==> src/rtl/sipo_deserializer.sv <==
// Serial-in parallel-out deserializer with a one-entry valid/ready output register.
// Define PARITY_CHECK_EN to add a trailing even-parity bit to each frame.
module sipo_deserializer #(
  parameter int WIDTH     = 4,
  parameter bit MSB_FIRST = 1'b1
) (
  input  logic                       Clock,
  input  logic                       Reset,
  input  logic                       SIn,
  input  logic                       SIn_Valid,
  input  logic                       Start,
  output logic [WIDTH-1:0]           Data_Out,
  output logic                       Out_Valid,
  input  logic                       Out_Ready,
  output logic                       Busy,
  output logic [$clog2(WIDTH+1)-1:0] Bit_Count,
  output logic                       Frame_Err,
  output logic                       Overrun,
  output logic                       Parity_Err
);

  localparam int CW = $clog2(WIDTH + 1);
`ifdef PARITY_CHECK_EN
  localparam int FRAME_LEN = WIDTH + 1;
`else
  localparam int FRAME_LEN = WIDTH;
`endif
  localparam logic [CW-1:0] LAST_COUNT = CW'(FRAME_LEN - 1);

  typedef enum logic {
    IDLE  = 1'b0,
    SHIFT = 1'b1
  } state_t;

  state_t           state;
  logic [WIDTH-1:0] shift_reg;
  logic [WIDTH-1:0] shifted;
  logic [WIDTH-1:0] loaded;
  logic [WIDTH-1:0] word;
  logic             take_word;
`ifdef PARITY_CHECK_EN
  logic             word_par_err;
`endif

  // In parity mode the final bit is the parity bit, so the word is already complete in shift_reg.
  always_comb begin
    shifted   = MSB_FIRST ? {shift_reg[WIDTH-2:0], SIn} : {SIn, shift_reg[WIDTH-1:1]};
    loaded    = MSB_FIRST ? {{(WIDTH-1){1'b0}}, SIn} : {SIn, {(WIDTH-1){1'b0}}};
    take_word = !Out_Valid || Out_Ready;
`ifdef PARITY_CHECK_EN
    word         = shift_reg;
    word_par_err = (^shift_reg) ^ SIn;
`else
    word         = shifted;
`endif
  end

  always_ff @(posedge Clock or negedge Reset) begin
    if (!Reset) begin
      state     <= IDLE;
      shift_reg <= '0;
      Data_Out  <= '0;
      Bit_Count <= '0;
      Out_Valid <= 1'b0;
      Frame_Err <= 1'b0;
      Overrun   <= 1'b0;
`ifdef PARITY_CHECK_EN
      Parity_Err <= 1'b0;
`endif
    end else begin
      Frame_Err <= 1'b0;
      if (Out_Valid && Out_Ready) begin
        Out_Valid <= 1'b0;
      end
      if (SIn_Valid) begin
        case (state)
          IDLE: begin
            if (Start) begin
              shift_reg <= loaded;
              Bit_Count <= CW'(1);
              state     <= SHIFT;
            end
          end
          SHIFT: begin
            if (Start) begin
              shift_reg <= loaded;
              Bit_Count <= CW'(1);
              Frame_Err <= 1'b1;
            end else if (Bit_Count == LAST_COUNT) begin
              state     <= IDLE;
              Bit_Count <= '0;
              // A pending word that is not being accepted wins; the new one is dropped.
              if (take_word) begin
                Data_Out  <= word;
                Out_Valid <= 1'b1;
`ifdef PARITY_CHECK_EN
                Parity_Err <= word_par_err;
`endif
              end else begin
                Overrun <= 1'b1;
              end
            end else begin
              shift_reg <= shifted;
              Bit_Count <= Bit_Count + CW'(1);
            end
          end
        endcase
      end
    end
  end

  assign Busy = (state == SHIFT);

`ifndef PARITY_CHECK_EN
  assign Parity_Err = 1'b0;
`endif

endmodule

==> config.mk <==
export PLATFORM = sky130hd
export DESIGN_NAME = sipo_deserializer
export DESIGN_NICKNAME = d
export VERILOG_FILES = /design/src/rtl/sipo_deserializer.sv
export SDC_FILE = /design/constraint.sdc
export NUM_CORES = 1
export LEC_CHECK = 0
export BUFFER_PORTS_ARGS = -buffer_cell sky130_fd_sc_hd__buf_2
export CORE_AREA = 2 2 39 41
export CTS_BUF_LIST = sky130_fd_sc_hd__clkbuf_8 sky130_fd_sc_hd__clkbuf_16
export CTS_CLUSTER_SIZE = 30
export DETAILED_ROUTE_END_ITERATION = 12
export DIE_AREA = 0 0 41 43
export PLACE_DENSITY = 0.75
export SETUP_SLACK_MARGIN = 0.1
export SLEW_MARGIN = 10
export SYNTH_ARGS = -nofsm -noshare
export SYNTH_HDL_FRONTEND = slang
export SYNTH_SLANG_ARGS = --single-unit
==> constraint.sdc <==
create_clock -name Clock -period 1.6 [get_ports Clock]
set_input_delay 0.32 -clock Clock [delete_from_list [all_inputs] [get_ports Clock]]
set_output_delay 0.32 -clock Clock [all_outputs]
set_load 0.01 [all_outputs]
# Word-level counts from Yosys, hierarchy flattened
# Index checks and enable logic that the tools add are counted.
# op_classes
bitwise_logic	3
eq_ne	3
n_mux	20
reduce_logical	7
n_addsub	1
# ops
op	n
3-bit two-way mux	6
3-bit one-hot mux with 2 select lines	2
1-bit two-way mux	11
5-bit AND reduction	2
3-bit by 1-bit adder with 3-bit output (second input constant)	1
3-bit by 2-bit equality test with 1-bit output (second input constant)	1
3-bit inequality test (second input constant)	1
1-bit NOT	3
3-bit AND reduction	1
2-bit inequality test (second input constant)	1
1-bit one-hot mux with 2 select lines	1
2-bit AND reduction	1
1-bit logical AND	1
1-bit zero test	1
1-bit logical OR	1
# totals
ff_bits	14
elab_cells	41
in_bits	6

# Logic depth before layout (Yosys ltp)
# logic_depth
word_depth	7
mapped_depth	4
ltp_nobuf	4

# Worst setup path after synthesis
# No wires, ideal clock.
# synth_path
kind	register to register
start	register Bit_Count[0]
end	register shift_reg[0]
slack_ns	0.097
arrival_time_ns	1.378
period_less_slack_ns	1.503
path_stages_with_launch	5
path_buffers	0
path_cell_list	dfrtp_1 -> ha_1 -> nor2b_1 -> o21ai_2 -> mux2_2
# synth_between
elab_chain_len	3
# synth_lines
item	line	source
from (decl)	16	output logic [$clog2(WIDTH+1)-1:0] Bit_Count,
from (signal assigned)	104	Bit_Count <= Bit_Count + CW'(1);
3-bit by 2-bit equality test with 1-bit output	89	end else if (Bit_Count == LAST_COUNT) begin
3-bit inequality test (no source line)	--	
3-bit AND reduction (no source line)	--	
to (signal assigned)	79	shift_reg <= loaded;
to (signal assigned)	86	shift_reg <= loaded;
to (signal assigned)	103	shift_reg <= shifted;
to (decl)	36	logic [WIDTH-1:0] shift_reg;
# Every way passes these cells.
# A chain may end at the register's enable or synchronous reset.

# Worst setup path after layout
# layout_path
start	register Bit_Count[0]
end	register Data_Out[1]
# layout_between
elab_chain_len	2
# layout_lines
item	line	source
3-bit by 2-bit equality test with 1-bit output	89	
5-bit AND reduction (no source line)	--	
to (signal assigned)	94	Data_Out <= word;
to (decl)	12	output logic [WIDTH-1:0] Data_Out,
# Every way passes these cells.

==> out/metrics.cfg <==
[floorplan]
core_um2 = 1380
fp.dieH_um = 43
initial_core_util_pct = 44.8
io_pins = 18
rows = 14
die-area_um2 = 1760
die_x_um = 41

[detailed_routing]
route.detailed.drc = 0
routed_wl_mm = 1.19
dr.pass1.iters = 4
vias_per_cell = 5.18
drtIter0Drc = 12
wl_per_cell_um = 12.9
drtAntennaViolNets = 0
vias = 477

[clocking]
clock-sinks = 14
cts_inserted_buffers = 3
htree_levels = 1
clock_path_buffers = 2
clk_latency_ns = 0.24
tritoncts = built
path_clk_slew_ns = 0.05
cts-root-buf = clkbuf_8

[worst_setup_path]
critPathKind = reg2reg
cp-start-kind = flop
reg2reg_depth = 4
endpoint = Data_Out[1]
worstPathArrival_ns = 1.58
worst_setup_path_end_kind = flop
worstPathMaxFanout = 4
cp.required_ns = 1.72
r2r_start = Bit_Count[0]
r2r_slack_ns = 0.15
r2r-end = Data_Out[1]
crit_start = Bit_Count[0]

[yosys]
ys.flop_type = dfrtp_1
syn_avg_cell_area_um2 = 12.2
ys_ff_latch = 14
synth_top_area_share_pct = 56.5
synth_area_leaders = dfrtp_1 (56%), mux2_2 (9.1%), nand2_1 (3.6%), mux2i_1 (3.2%), nor2b_1 (3.0%)
synth_commonest_cells = dfrtp_1 (14), nand2_1 (6), mux2_2 (5)
ys_warn_count = 0
synthesis.nets = 58
yosysMostFrequentCell = dfrtp_1
synth_edf_count = 0
yosysSeqAreaShare_pct = 56.5
synth.distinct_cells = 22
syn_inst = 51
synth_async_sr_flop_share_pct = 100
yosysTopAreaCell = dfrtp_1
synthesis.area_um2 = 621

[power]
ir_drop_mv = 0.870
leakage_nw = 0.431
p_per_area_nw_per_um2 = 1750

[sta]
finalHoldViolCount = 0
setup_tns_ns = 0
period_minus_slack_ns = 1.45
drv_slew = 0
fin_crit_sh_pct = 90.9
grt_setup_unrepaired = yes
max_freq_mhz = 688
worst_hold_slack_ns = 0.338
finalClockSkew_ns = 0.00213
setup_ws_ns = 0.146
finalSetupViolCount = 0

[status]
status = finished clean

[layout]
area_growth_pct = 33.9
fillers = 112
antenna_cells = 0
instances_no_fill = 92
nets = 84
utilization_pct = 60.0
drive_gt1_share_pct = 46.1
largest_reg_flops = 4

[global_routing]
grt_max_degree = 15
antenna_found_initial = 0
grt_first_pass_wirelength_mm = 1.99
track_usage_pct = 17.0
grt_pass1_vias = 460
gr-total-overflow = 0

[hold_path]
min_path_type = in2reg

[placement]
gp_congestion = 0.765
dp_hpwl_um = 846
place_worst_setup_slack_ns = 0.110
port_buffers = 16
placed_cells = 83

[flow_run]
cap_violations = 0

## repair_timing
item,in CTS,in global routing
gates resized for setup,1,1
setup buffers,1,3
endpoints found under the hold margin,14,0
pin swaps,2,2
setup endpoints to repair,4,4
cloned,0,0
hold buffers,1,0
## power by group
part	internal (mW)	total [mW]	switching, mW
Combinational	0.303	0.573	0.270
Sequential	0.477	0.553	0.0754
Clock	0.217	0.331	0.114
Total	0.998	1.46	0.460
## stage by stage
step,instance area (µm²),power (mW)
2_1_floorplan,621,0.849
3_3_place_gp,723,1.02
3_5_place_dp,723,1.04
4_1_cts,798,1.40
5_1_grt,831,1.56
6_report,831,1.46
## logic make-up (layout without fill, tap and decap cells)
| logic type | count (synthesis) | count (layout) | share of synthesized area (%) |
|---|---|---|---|
| buffers and inverters | 5 | 30 | 3.83 |
| AND/OR/NAND/NOR | 15 | 15 | 14.7 |
| flip-flops | 14 | 14 | 56.5 |
| adder cells (fa/ha/maj) | 1 | 1 | 2.02 |
| AO/OA/AOI/OAI | 8 | 8 | 10.1 |
| multiplexers | 7 | 7 | 12.3 |
| other | 1 | 1 | 0.604 |
## per-layer routing
metal	track usage (%)	wire length, µm	vias up	part of all wire [%]
met5	0	0	-	0
met4	4.00	0	0	0
met3	6.28	52	0	4.4
met2	27.2	644	15	54
met1	20.8	491	238	41
li1	-	-	224	-
## area by class of cell
class	instances	area [µm²]	share of cell area, %
Tap cell	16	20.0	2.41
Sequential cell	14	350	42.2
Inverter	3	11.3	1.36
Timing Repair Buffer	23	135	16.3
Multi-Input combinational cell	32	259	31.2
Clock buffer	4	55.1	6.63
## critical path: stages, from the launching register on
cell      delay, ns
dfrtp_1        0.39
ha_4           0.16
nand3b_2       0.12
nor3_4         0.29
mux2_2         0.37
## worst min-delay path by stage
stage	start	end	slack, ns	cells past startpoint
after CTS	Start	Bit_Count[1]	0.33	2
after global routing	SIn	shift_reg[0]	0.33	2
after global placement	Reset	Data_Out[3]	0.22	1
after detailed placement	Reset	Data_Out[2]	0.23	1
final	SIn	Data_Out[0]	0.34	2
after floorplan	Reset	Bit_Count[0]	0.02	0
## cells in the final DEF (no fill, tap or decap)
cell,Yosys,routed
o21ai_2,1,1
o21a_1,2,2
nor3_4,1,1
o21bai_1,1,1
nor2b_1,3,3
nand2b_1,1,1
inv_1,3,3
nand3_1,2,2
conb_1,1,1
buf_2,1,16
a21o_1,1,1
dlygate4sd3_1,0,1
buf_4,1,6
mux2_2,5,5
dfrtp_1,14,14
nand3b_2,1,1
mux2i_1,2,2
ha_4,0,1
a41o_1,1,1
a21boi_0,1,1
and3_1,1,1
o22ai_1,1,1
nand2_1,6,6
clkbuf_8,0,4
No activity file was read; power rests on OpenSTA's default activity.
